`src/rtl/apple1_pkg.sv`:
```
// Shared types and constants for the Apple-1 program loader slice.
package apple1_pkg;

    typedef enum logic [2:0] {
        IDLE   = 3'd0,
        HDR_LO = 3'd1,
        HDR_HI = 3'd2,
        DATA   = 3'd3,
        FINISH = 3'd4,
        ERR    = 3'd5
    } prg_state_t;

    // 6502 reset vector location, served by the top level after a CPU restart.
    localparam logic [15:0] RESET_VEC_LO = 16'hFFFC;
    localparam logic [15:0] RESET_VEC_HI = 16'hFFFD;

    // True when a payload address falls inside writable RAM.
    function automatic logic addr_writable(input logic [15:0] addr, input logic [15:0] top);
        return (addr <= top);
    endfunction

endpackage

```
`src/rtl/prg_autorun.sv`:
```
// CPU restart sequencer: holds cpu_rst_req for RST_HOLD cycles after a clean
// load, then offers the load address as the reset vector until acknowledged.
// Only instantiated when PRG_AUTORUN_EN is defined.
module prg_autorun #(
    parameter int RST_HOLD = 16
) (
    input  logic        clk14,
    input  logic        rst_n,
    input  logic        start,
    input  logic        done,
    input  logic        dropped,
    input  logic [15:0] load_start,
    input  logic        vec_ack,
    output logic        cpu_rst_req,
    output logic        vec_valid,
    output logic [15:0] vec_addr
);

    localparam logic [15:0] HOLD_LAST = 16'(RST_HOLD - 1);

    logic [15:0] cnt_r;
    logic        req_r;
    logic        valid_r;
    logic [15:0] addr_r;

    // Reset-hold countdown followed by the vector handshake.
    always_ff @(posedge clk14 or negedge rst_n) begin
        if (!rst_n) begin
            cnt_r   <= 16'd0;
            req_r   <= 1'b0;
            valid_r <= 1'b0;
            addr_r  <= 16'd0;
        end else if (start) begin
            cnt_r   <= 16'd0;
            req_r   <= 1'b0;
            valid_r <= 1'b0;
        end else if (done && !dropped) begin
            cnt_r   <= HOLD_LAST;
            req_r   <= 1'b1;
            valid_r <= 1'b0;
        end else if (req_r) begin
            if (cnt_r == 16'd0) begin
                req_r   <= 1'b0;
                valid_r <= 1'b1;
                addr_r  <= load_start;
            end else begin
                cnt_r <= cnt_r - 16'd1;
            end
        end else if (valid_r && vec_ack) begin
            valid_r <= 1'b0;
        end else begin
            valid_r <= valid_r;
        end
    end

    assign cpu_rst_req = req_r;
    assign vec_valid   = valid_r;
    assign vec_addr    = addr_r;

endmodule

```
`src/rtl/prg_loader.sv`:
```
// Apple-1 ".prg" loader: strips the 2-byte little-endian load address from
// the downloader stream and writes the payload into RAM at load_addr+n.
// Optional CPU autorun is enabled with the PRG_AUTORUN_EN macro.
module prg_loader
    import apple1_pkg::*;
#(
    parameter logic [7:0]  PRG_INDEX = 8'd1,
    parameter logic [15:0] RAM_TOP   = 16'h1FFF
`ifdef PRG_AUTORUN_EN
    ,
    parameter int          RST_HOLD  = 16
`endif
) (
    input  logic        clk14,
    input  logic        rst_n,
    input  logic        dl_active,
    input  logic [7:0]  dl_index,
    input  logic        dl_wr,
    input  logic [7:0]  dl_data,
    output logic [15:0] mem_addr,
    output logic [7:0]  mem_din,
    output logic        mem_wr,
    output logic        busy,
    output logic        done,
    output logic        error,
    output logic        dropped,
    output logic [15:0] load_start,
    output logic [15:0] load_end
`ifdef PRG_AUTORUN_EN
    ,
    output logic        cpu_rst_req,
    output logic        vec_valid,
    output logic [15:0] vec_addr,
    input  logic        vec_ack
`endif
);

    prg_state_t  state_r, state_nxt;
    logic        active_q_r;
    logic        accept_s;
    logic        take_s;

    logic [7:0]  hdr_lo_r, hdr_lo_nxt;
    logic [15:0] ptr_r, ptr_nxt;
    logic [15:0] mem_addr_r, mem_addr_nxt;
    logic [7:0]  mem_din_r, mem_din_nxt;
    logic        mem_wr_r, mem_wr_nxt;
    logic        busy_r, busy_nxt;
    logic        done_r, done_nxt;
    logic        error_r, error_nxt;
    logic        dropped_r, dropped_nxt;
    logic [15:0] load_start_r, load_start_nxt;
    logic [15:0] load_end_r, load_end_nxt;

    // A transfer starts on the rising edge of dl_active with our menu index.
    assign accept_s = dl_active && !active_q_r && (dl_index == PRG_INDEX) && (state_r == IDLE);
    // Strobes count while active, including the cycle in which dl_active falls.
    assign take_s   = dl_wr && (dl_active || active_q_r);

    // State register and dl_active edge history.
    always_ff @(posedge clk14 or negedge rst_n) begin
        if (!rst_n) begin
            state_r    <= IDLE;
            active_q_r <= 1'b0;
        end else begin
            state_r    <= state_nxt;
            active_q_r <= dl_active;
        end
    end

    // Next-state logic; a byte arriving with the fall is consumed before the exit.
    always_comb begin
        state_nxt = state_r;
        case (state_r)
            IDLE: begin
                if (accept_s) state_nxt = HDR_LO;
                else          state_nxt = IDLE;
            end
            HDR_LO: begin
                if (!dl_active)  state_nxt = ERR;
                else if (take_s) state_nxt = HDR_HI;
                else             state_nxt = HDR_LO;
            end
            HDR_HI: begin
                if (!dl_active)  state_nxt = take_s ? FINISH : ERR;
                else if (take_s) state_nxt = DATA;
                else             state_nxt = HDR_HI;
            end
            DATA: begin
                if (!dl_active) state_nxt = FINISH;
                else            state_nxt = DATA;
            end
            FINISH:  state_nxt = IDLE;
            ERR:     state_nxt = IDLE;
            default: state_nxt = IDLE;
        endcase
    end

    // Datapath / output next values for the current state.
    always_comb begin
        hdr_lo_nxt     = hdr_lo_r;
        ptr_nxt        = ptr_r;
        mem_addr_nxt   = mem_addr_r;
        mem_din_nxt    = mem_din_r;
        mem_wr_nxt     = 1'b0;
        busy_nxt       = busy_r;
        done_nxt       = 1'b0;
        error_nxt      = error_r;
        dropped_nxt    = dropped_r;
        load_start_nxt = load_start_r;
        load_end_nxt   = load_end_r;
        case (state_r)
            IDLE: begin
                if (accept_s) begin
                    error_nxt   = 1'b0;
                    dropped_nxt = 1'b0;
                end else begin
                    error_nxt   = error_r;
                    dropped_nxt = dropped_r;
                end
            end
            HDR_LO: begin
                if (take_s) begin
                    hdr_lo_nxt = dl_data;
                    busy_nxt   = 1'b1;
                end else begin
                    hdr_lo_nxt = hdr_lo_r;
                end
            end
            HDR_HI: begin
                if (take_s) begin
                    load_start_nxt = {dl_data, hdr_lo_r};
                    ptr_nxt        = {dl_data, hdr_lo_r};
                end else begin
                    ptr_nxt = ptr_r;
                end
            end
            DATA: begin
                if (take_s) begin
                    mem_addr_nxt = ptr_r;
                    mem_din_nxt  = dl_data;
                    mem_wr_nxt   = addr_writable(ptr_r, RAM_TOP);
                    dropped_nxt  = dropped_r || !addr_writable(ptr_r, RAM_TOP);
                    ptr_nxt      = ptr_r + 16'd1;
                end else begin
                    ptr_nxt = ptr_r;
                end
            end
            FINISH: begin
                load_end_nxt = ptr_r - 16'd1;
                done_nxt     = 1'b1;
                busy_nxt     = 1'b0;
            end
            ERR: begin
                error_nxt = 1'b1;
                busy_nxt  = 1'b0;
            end
            default: begin
                busy_nxt = 1'b0;
            end
        endcase
    end

    // Registered datapath and outputs.
    always_ff @(posedge clk14 or negedge rst_n) begin
        if (!rst_n) begin
            hdr_lo_r     <= 8'd0;
            ptr_r        <= 16'd0;
            mem_addr_r   <= 16'd0;
            mem_din_r    <= 8'd0;
            mem_wr_r     <= 1'b0;
            busy_r       <= 1'b0;
            done_r       <= 1'b0;
            error_r      <= 1'b0;
            dropped_r    <= 1'b0;
            load_start_r <= 16'd0;
            load_end_r   <= 16'd0;
        end else begin
            hdr_lo_r     <= hdr_lo_nxt;
            ptr_r        <= ptr_nxt;
            mem_addr_r   <= mem_addr_nxt;
            mem_din_r    <= mem_din_nxt;
            mem_wr_r     <= mem_wr_nxt;
            busy_r       <= busy_nxt;
            done_r       <= done_nxt;
            error_r      <= error_nxt;
            dropped_r    <= dropped_nxt;
            load_start_r <= load_start_nxt;
            load_end_r   <= load_end_nxt;
        end
    end

    assign mem_addr   = mem_addr_r;
    assign mem_din    = mem_din_r;
    assign mem_wr     = mem_wr_r;
    assign busy       = busy_r;
    assign done       = done_r;
    assign error      = error_r;
    assign dropped    = dropped_r;
    assign load_start = load_start_r;
    assign load_end   = load_end_r;

`ifdef PRG_AUTORUN_EN
    prg_autorun #(
        .RST_HOLD (RST_HOLD)
    ) u_autorun (
        .clk14       (clk14),
        .rst_n       (rst_n),
        .start       (accept_s),
        .done        (done_r),
        .dropped     (dropped_r),
        .load_start  (load_start_r),
        .vec_ack     (vec_ack),
        .cpu_rst_req (cpu_rst_req),
        .vec_valid   (vec_valid),
        .vec_addr    (vec_addr)
    );
`endif

endmodule

```
`config.mk`:
```
export PLATFORM = sky130hd
export DESIGN_NAME = prg_loader
export DESIGN_NICKNAME = d
export VERILOG_FILES = /design/src/rtl/apple1_pkg.sv /design/src/rtl/prg_autorun.sv /design/src/rtl/prg_loader.sv
export SDC_FILE = /design/constraint.sdc
export NUM_CORES = 1
export LEC_CHECK = 0
export ABC_AREA = 1
export CAP_MARGIN = 15
export CELL_PAD_IN_SITES_DETAIL_PLACEMENT = 1
export CELL_PAD_IN_SITES_GLOBAL_PLACEMENT = 2
export CORE_MARGIN = 2
export CORE_UTILIZATION = 33
export CTS_CLUSTER_SIZE = 10
export DETAILED_ROUTE_END_ITERATION = 7
export PLACE_DENSITY_LB_ADDON = 0.1
export SLEW_MARGIN = 20
export SYNTH_ARGS = -nofsm -noshare
export SYNTH_HDL_FRONTEND = slang
export SYNTH_SLANG_ARGS = --single-unit
```
`constraint.sdc`:
```
create_clock -name clk14 -period 3.35 [get_ports clk14]
set_input_delay 0.67 -clock clk14 [delete_from_list [all_inputs] [get_ports clk14]]
set_output_delay 0.67 -clock clk14 [all_outputs]
set_load 0.01 [all_outputs]
```
==> results of run 1 <==
layout make-up:
| class | instances | area, µm² |
|---|---|---|
| fill | 1522 | 7090 |
| sequential | 89 | 2230 |
| inverter | 47 | 176 |
| timing repair buffer | 83 | 833 |
| multi-input combinational | 360 | 1670 |
| tap | 172 | 215 |
| clock inverter | 6 | 66.3 |
| clock buffer | 10 | 239 |
worst max-delay path: stages:
cell and delay (ns):
clkdlybuf4s50_1 0.68, o21a_1 0.28, nand2_2 0.31, nor2_1 0.34
a21oi_1 0.07, and2_1 0.15
logic make-up (layout without fill, tap and decap cells):
family / after synthesis / after routing / synth area share [%]
compound gates: 90 / 90 / 12.4
buf+inv: 61 / 146 / 6.76
fa+ha+maj: 2 / 2 / 0.598
xor+xnor: 3 / 3 / 0.628
flops: 89 / 89 / 53.2
simple gates: 265 / 265 / 26.4
synthesized netlist by cell type:
master | instances | area [µm²]
ha_1 | 2 | 25.0
buf_6 | 5 | 56.3
inv_1 | 38 | 143
and2_1 | 2 | 12.5
nor3_1 | 2 | 10.0
o21ai_1 | 25 | 125
nor2_2 | 2 | 12.5
dfrtp_1 | 89 | 2230
nand2_1 | 154 | 578
a41oi_1 | 1 | 8.76
a31oi_1 | 4 | 25.0
buf_4 | 2 | 15.0
buf_2 | 7 | 35.0
nand4_1 | 6 | 37.5
nor2_4 | 2 | 22.5
nand3_1 | 30 | 150
o21ai_2 | 11 | 96.3
nand2_2 | 3 | 18.8
o21ai_0 | 26 | 130
nand2_4 | 1 | 11.3
inv_2 | 9 | 33.8
a22oi_1 | 3 | 22.5
a21oi_1 | 15 | 75.1
o22ai_1 | 2 | 12.5
nor3_2 | 1 | 10.0
nor4_1 | 2 | 12.5
or2_1 | 1 | 6.26
nor2_1 | 59 | 221
xor2_1 | 3 | 26.3
o21a_1 | 3 | 22.5
report_power, final:
| group | switching, mW | leakage, nW | total (mW) | internal, mW |
|---|---|---|---|---|
| clock | 0.446 | 0.153 | 1.05 | 0.602 |
| sequential | 0.0685 | 1.13 | 1.21 | 1.15 |
| combinational | 0.230 | 1.28 | 0.388 | 0.157 |
| total | 0.745 | 2.56 | 2.65 | 1.91 |
per-stage QoR:
step / worst slack, ns / hold slack [ns] / total power [mW] / area, µm²
2_1_floorplan: 1.70 / 0.374 / 1.41 / 4180
3_3_place_gp: 0.813 / 0.460 / 1.62 / 5120
3_5_place_dp: 0.705 / 0.466 / 1.63 / 5120
4_1_cts: 1.07 / 0.385 / 2.68 / 5430
5_1_grt: 0.950 / 0.408 / 2.80 / 5430
6_report: 1.08 / 0.359 / 2.65 / 5430
flip-flops by register name, summed over array words and instances (netlist names):
register    cells
active_q_r      1
busy            1
done            1
dropped         1
error           1
hdr_lo_r        8
load_end       16
load_start     16
mem_addr       16
mem_din         8
mem_wr          1
ptr_r          16
state_r         3
routing by layer:
metal / track usage (%) / part of all wire, % / vias up / wire (µm)
met3: 2.96 / 2.9 / 9 / 359
met4: 6.43 / 0.93 / 0 / 116
met2: 31.3 / 48 / 69 / 5920
met1: 27.5 / 49 / 1795 / 6020
met5: 0 / 0 / - / 0
li1: - / - / 1804 / -
worst max-delay path by stage:
stage,to,slack (ns),cells after the start,from
2_1_floorplan,ptr_r[11],1.70,7,dl_active
3_3_place_gp,ptr_r[6],0.81,6,dl_active
3_5_place_dp,ptr_r[6],0.70,6,dl_active
4_1_cts,ptr_r[6],1.07,6,dl_active
5_1_grt,ptr_r[6],0.95,6,dl_active
6_report,ptr_r[6],1.08,6,dl_active
==> metrics, run 1 <==
status finished, final reports clean; layout cells sized above 1 under 10%; GP Congestion 0.843; final setup TNS 0 ns; Worst Path Max Fanout 25; reg2reg start ptr_r[0]; endpoints failing setup 0; antenna violations before repair 0; most frequent cells in the layout 154 x nand2_1, 89 x dfrtp_1, 79 x clkdlybuf4s50_1; post-CTS resize count 0; final hold violation count 0; arrival time at the worst endpoint 2.50 ns; fin util 43.4%; fmax 441 MHz; Worst setup SP type input port; DR DRC count 0; post-synth net total approximately 530; endpoint class of the critical path flip-flop; total core area 12500 µm²; Port Buf Inserts 80; gr ovfl total 0; clk sink count 89; global-route wire length before repair roughly 20000 µm; Clk pin slew, worst setup/hold paths 0.06 ns; maxcap violations 0; H-tree lvl count 3; vias in the first global route 3844; clk_lat worst skew around 0.34 ns; number of setup buffers added after CTS 0; hpwl dp 9240 µm; Post-Syn Area per Cell between 8 and 9 µm²; Post-Route WL 12400 µm; commonest non-fill, non-tap cell in the layout nand2_1; Layout Nets roughly 610; min cycle time layout 2.27 ns; largest net degree at the start of global routing 51; Yosys warnings 0; Peak VDD IR 0.000201 V; sequential cell area fraction in the yosys report 53.2%; reg2reg path depth 11; Worst slew margin 55.9%; Die Ht about 120 µm; WP data required between 3 and 4 ns; FF+latch count, synth 89; die area 13600 µm²; DRT Pass-1 Iters 4; fin crit share 67.6%; Area Overhead vs Synth 29.8%; global router's overall resource usage around 20%; CTS buffer count 9; Post-Syn Instances between 500 and 600; I/O pin count a little over 80; starting density of the core 33.4%; DRT antenna net count 0; RSZ-0062 raised after global routing false; non-filler cells, final 767; critical path type input port to flip-flop; mapped cell area 4180 µm²; worst reg2reg setup slack 1.46 ns; Bufs on Longest Clock Path 2; worst slew pin tran 0.662 ns; Root Buffer clkbuf_16; row count 41; Hold Buf Count CTS 0; HP Class input port to asynchronous set/reset pin; Yosys cell types 30; DP Cell Count 751; P_leak 2.56 nW; DR vias 3677; Post-Route Skew 0.00717 ns; pwr dens slightly below 500 nW/µm²; CTS tree yes; capturing point of the worst reg2reg path load_end[14]; Slew Viols, Final 0; ANT cells 0; Via density 4.79; WL/cell 16.2 µm; initial DRC count 121; Die X-Extent between 100 and 150 µm
Note: power is estimated with default switching activity, not from simulation.
==> run 2, diff against run 1 <==
CORE_UTILIZATION = 30   (was 33)
clock period = 2.3 ns   (was 3.35 ns; I/O delays follow)
==> metrics, run 2 (synthesis gave the netlist of run 1 again) <==
WP buf/inv 2; ANT cells 0; critical path type flip-flop to flip-flop; Via density 4.68; DP Cell Count 763; P_leak 2.61 nW; DRT antenna net count 0; Bufs on Longest Clock Path 2; HP Class input port to asynchronous set/reset pin; gr ovfl total 0; Post-Route WL 12600 µm; clk sink count 89; CTS buffer count 9; global-route wire length before repair 20700 µm; Worst slew margin 59.5%; post-CTS resize count 0; Worst setup SP type flip-flop; number of setup buffers added after CTS 0; status finished, final reports clean; final hold violation count 0; total core area 13800 µm²; Die X-Extent 122 µm; Die Ht 122 µm; switch share 26.3%; Port Buf Inserts 80; FF+latch area 2230 µm²; FILL cells 1676; GP Congestion 0.771; CTS tree yes; endpoints failing setup 0; fin crit share 78.1%; die area 14900 µm²; Area Overhead vs Synth 32.2%; row count 43; worst slew pin tran 0.607 ns; Slew Viols, Final 0; Int Power 2.95 mW; NetSw approximately 1.1 mW; most frequent CP cell nand2_1; power share of the clock group 41.4%; Logic pwr share between 10 and 15%; reg2reg start ptr_r[0]; non-filler cells, final 779; commonest non-fill, non-tap cell in the layout nand2_1; Layout Nets 616; H-tree lvl count 3; initial DRC count 136; RSZ-0062 raised after global routing false; reg2reg path depth 11; global router's overall resource usage 18.4%; Hold Buf Count CTS 0; area of the multi-input gates approximately 1700 µm²; capturing point of the worst reg2reg path load_end[14]; Peak VDD IR 0.000432 V; DR vias 3648; share of power burned in registers 44.4%; Worst path depth 11; Root Buffer clkbuf_16; fmax 557 MHz; Slowest cell on crit path dfrtp_1; Post-Route Skew 0.0108 ns; CP cell instances inv_1 > ha_1 > inv_1 > nor2_1 > nand2_1 > nor2_1 > nand2_1 > nand2_1 > nand2_1 > nand2_1 > nand2_1; Power, Total ~4.0 mW; vias in the first global route 3814; I/O pin count between 80 and 90; Clk pin slew, worst setup/hold paths 0.06 ns; worst reg2reg setup slack 0.50 ns; maxcap violations 0; min cycle time layout 1.80 ns; DR DRC count 0; Largest stage delay, worst path 0.44 ns; delay-heaviest family, CP simple AND/OR/NAND/NOR gates; WP data required 2.53 ns; pwr dens 723 nW/µm²; hpwl dp approximately 9500 µm; layout cells sized above 1 8.85%; antenna violations before repair 0; fin util 40.2%; arrival time at the worst endpoint around 2 ns; largest net degree at the start of global routing 44; DRT Pass-1 Iters 4; starting density of the core 30.4%; Worst Path Max Fanout 7; most frequent cells in the layout 154 x nand2_1, 89 x dfrtp_1, 79 x clkdlybuf4s50_1; endpoint class of the critical path flip-flop; final setup TNS 0 ns; clk_lat worst skew 0.34 ns; WL/cell 16.2 µm
## run 2: changes by cell type in the layout (fill, tap and decap cells not counted), sizes merged
cell,delta
clkinv,-2
buf,+4
inv,-1
clkbuf,+2
bufinv,+1
## run 2: how the worst max path moves through the flow
stage	startpoint	to	slack (ns)
after floorplan	ptr_r[0]	load_end[10]	0.83
after global placement	dl_active	ptr_r[4]	0.28
after detailed placement	dl_active	ptr_r[5]	0.22
after CTS	ptr_r[0]	load_end[14]	0.47
after global routing	state_r[0]	load_end[12]	0.28
final	ptr_r[0]	load_end[14]	0.50
## run 2: layer usage
metal	vias up	share of wire (%)	global-route usage, %	routed length, µm
li1	1814	-	-	-
met1	1768	49	25.2	6160
met2	57	47	29.3	5900
met3	9	3.1	3.93	392
met4	0	1.2	5.24	154
met5	-	0	0	0
## run 2: power by group through the flow
stage | clock [mW] | combinational [mW] | sequential (mW)
2_1_floorplan | 0 | 0.264 | 1.79
3_3_place_gp | 0 | 0.570 | 1.80
3_5_place_dp | 0 | 0.579 | 1.80
4_1_cts | 1.71 | 0.583 | 1.77
5_1_grt | 1.77 | 0.648 | 1.79
6_report | 1.65 | 0.571 | 1.77
## run 2: final cells by class
cell class              count  share of cell area, %
clock inverters             4                   1.33
flip-flops and latches     89                   40.3
repair buffers             87                   16.1
well taps                 180                   4.07
clock buffers              12                   4.82
multi-input cells         360                   30.2
inverters                  47                   3.19
## run 2: per-stage QoR
step / setup slack, ns / hold slack, ns / cell area, µm²
5_1_grt: 0.281 / 0.166 / 5530
4_1_cts: 0.474 / 0.143 / 5530
3_5_place_dp: 0.220 / 0.469 / 5190
3_3_place_gp: 0.283 / 0.464 / 5190
2_1_floorplan: 0.827 / 0.164 / 4180
6_report: 0.505 / 0.131 / 5530
==> run 3, diff against run 2 <==
clock period = 1.7 ns   (was 2.3 ns; I/O delays follow)
==> metrics, run 3 (synthesis gave the netlist of run 1 again) <==
Die X-Extent 122 µm; worst reg2reg setup slack 0.14 ns; Peak VDD IR 0.000426 V; Layout Nets 635; GP Congestion 0.793; min cycle time layout 1.60 ns; clk sink count between 80 and 90; most frequent cells in the layout 153 x nand2_1, 87 x dfrtp_1, 79 x clkdlybuf4s50_1; WP buf/inv 1; ANT cells 0; I/O pin count just over 80; Largest stage delay, worst path 0.57 ns; CP cell instances clkdlybuf4s50_1; final hold violation count 0; Clk pin slew, worst setup/hold paths 0.07 ns; delay-heaviest family, CP buffers and inverters; WL/cell between 15 and 20 µm; Worst Path Max Fanout 2; CTS tree yes; gr ovfl total 0; Top Layer Used met4; capturing point of the worst reg2reg path ptr_r[6]; DR DRC count 0; H-tree lvl count 3; starting density of the core 30.4%; Post-Route Skew 0.00824 ns; initial DRC count 121; WP data required 1.36 ns; area of the multi-input gates 1680 µm²; commonest non-fill, non-tap cell in the layout nand2_1; Slew Viols, Final 0; Die Ht 122 µm; Slowest cell on crit path clkdlybuf4s50_1; DR vias 3730; reg2reg path depth 7; largest net degree at the start of global routing 36; FF+latch area 2230 µm²; global-route wire length before repair 20700 µm; hpwl dp about 9600 µm; Root Buffer clkbuf_16; pwr dens 937 nW/µm²; HP Class input port to asynchronous set/reset pin; vias in the first global route roughly 4000; M1 WL 6120 µm; Port Buf Inserts 80; endpoints failing setup 0; Post-Route WL 12600 µm; Worst setup SP type flip-flop; Worst path depth 1; DRT Pass-1 Iters 4; maxcap violations 0; FILL cells 1703; global router's overall resource usage a little under a fifth; Area Overhead vs Synth 36.2%; Via density 4.67; clk_lat worst skew 0.35 ns; P_leak 2.70 nW; row count 43; critical path type flip-flop to output pin; Worst slew margin 74.0%; CTS buffer count 9; met2 WL 5910 µm; worst slew pin tran 0.389 ns; fmax 624 MHz; DRT antenna net count 0; Bufs on Longest Clock Path 2; antenna violations before repair 0; final setup TNS 0 ns; arrival time at the worst endpoint roughly 1.3 ns; Power, Total 5.34 mW; status finished, final reports clean; layout cells sized above 1 12.3%; fin crit share 94.3%; endpoint class of the critical path output pin; total core area ~14000 µm²; met3 routed WL 378 µm; die area 14900 µm²; reg2reg start ptr_r[0]
[run 3: changes by cell type in the layout (fill, tap and decap cells not counted), moves of 3 or more]
| cell | delta |
|---|---|
| buf_12 | +3 |
| clkbuf_8 | -3 |
| nor2_2 | +3 |
| buf_4 | +15 |
| nor2_1 | -3 |
[run 3: layout make-up]
type	count	share of cell area [%]
multi-input combinational	360	29.5
inverter	47	3.10
clock inverter	6	1.45
sequential	89	39.1
timing repair buffer	106	18.8
clock buffer	10	4.02
tap	180	3.95
[run 3: how the worst max path moves through the flow]
stage	from	end	slack, ns
after floorplan	ptr_r[0]	load_end[10]	0.23
after global placement	dl_active	ptr_r[6]	-0.13
after detailed placement	dl_active	ptr_r[4]	-0.19
after CTS	ptr_r[1]	ptr_r[12]	0.06
after global routing	ptr_r[1]	ptr_r[10]	-0.005
final	load_start[11]	load_start[11]	0.1
[run 3: stage by stage]
stage	util, %	area, µm²	cells	setup WS, ns	hold WS (ns)
global route	41.4	5700	798	-0.00522	0.492
CTS	41.3	5680	798	0.0571	0.474
detailed placement	38.9	5360	781	-0.187	0.292
floorplan	-	4180	510	0.227	0.0444
global placement	38.9	5360	781	-0.131	0.292
finish	41.4	5700	798	0.0973	0.477
[run 3: layer usage]
metal,GRT usage (%),vias to the layer above
met2,29.5,59
met4,6.68,0
met3,2.90,12
li1,-,1852
met5,0,-
met1,24.8,1807
[run 3: timing repair]
| item | CTS | global route |
|---|---|---|
| resized for setup | 0 | 6 |
| hold buffers | 1 | 0 |
| endpoints found under the hold margin | 25 | 0 |
| buffers inserted | 0 | 0 |
| endpoints found under the setup margin | 0 | 8 |
[run 3: report_power, final]
| group | total, mW | internal, mW | switching (mW) |
|---|---|---|---|
| Combinational | 0.804 | 0.340 | 0.464 |
| Clock | 2.14 | 1.28 | 0.857 |
| Sequential | 2.39 | 2.26 | 0.135 |
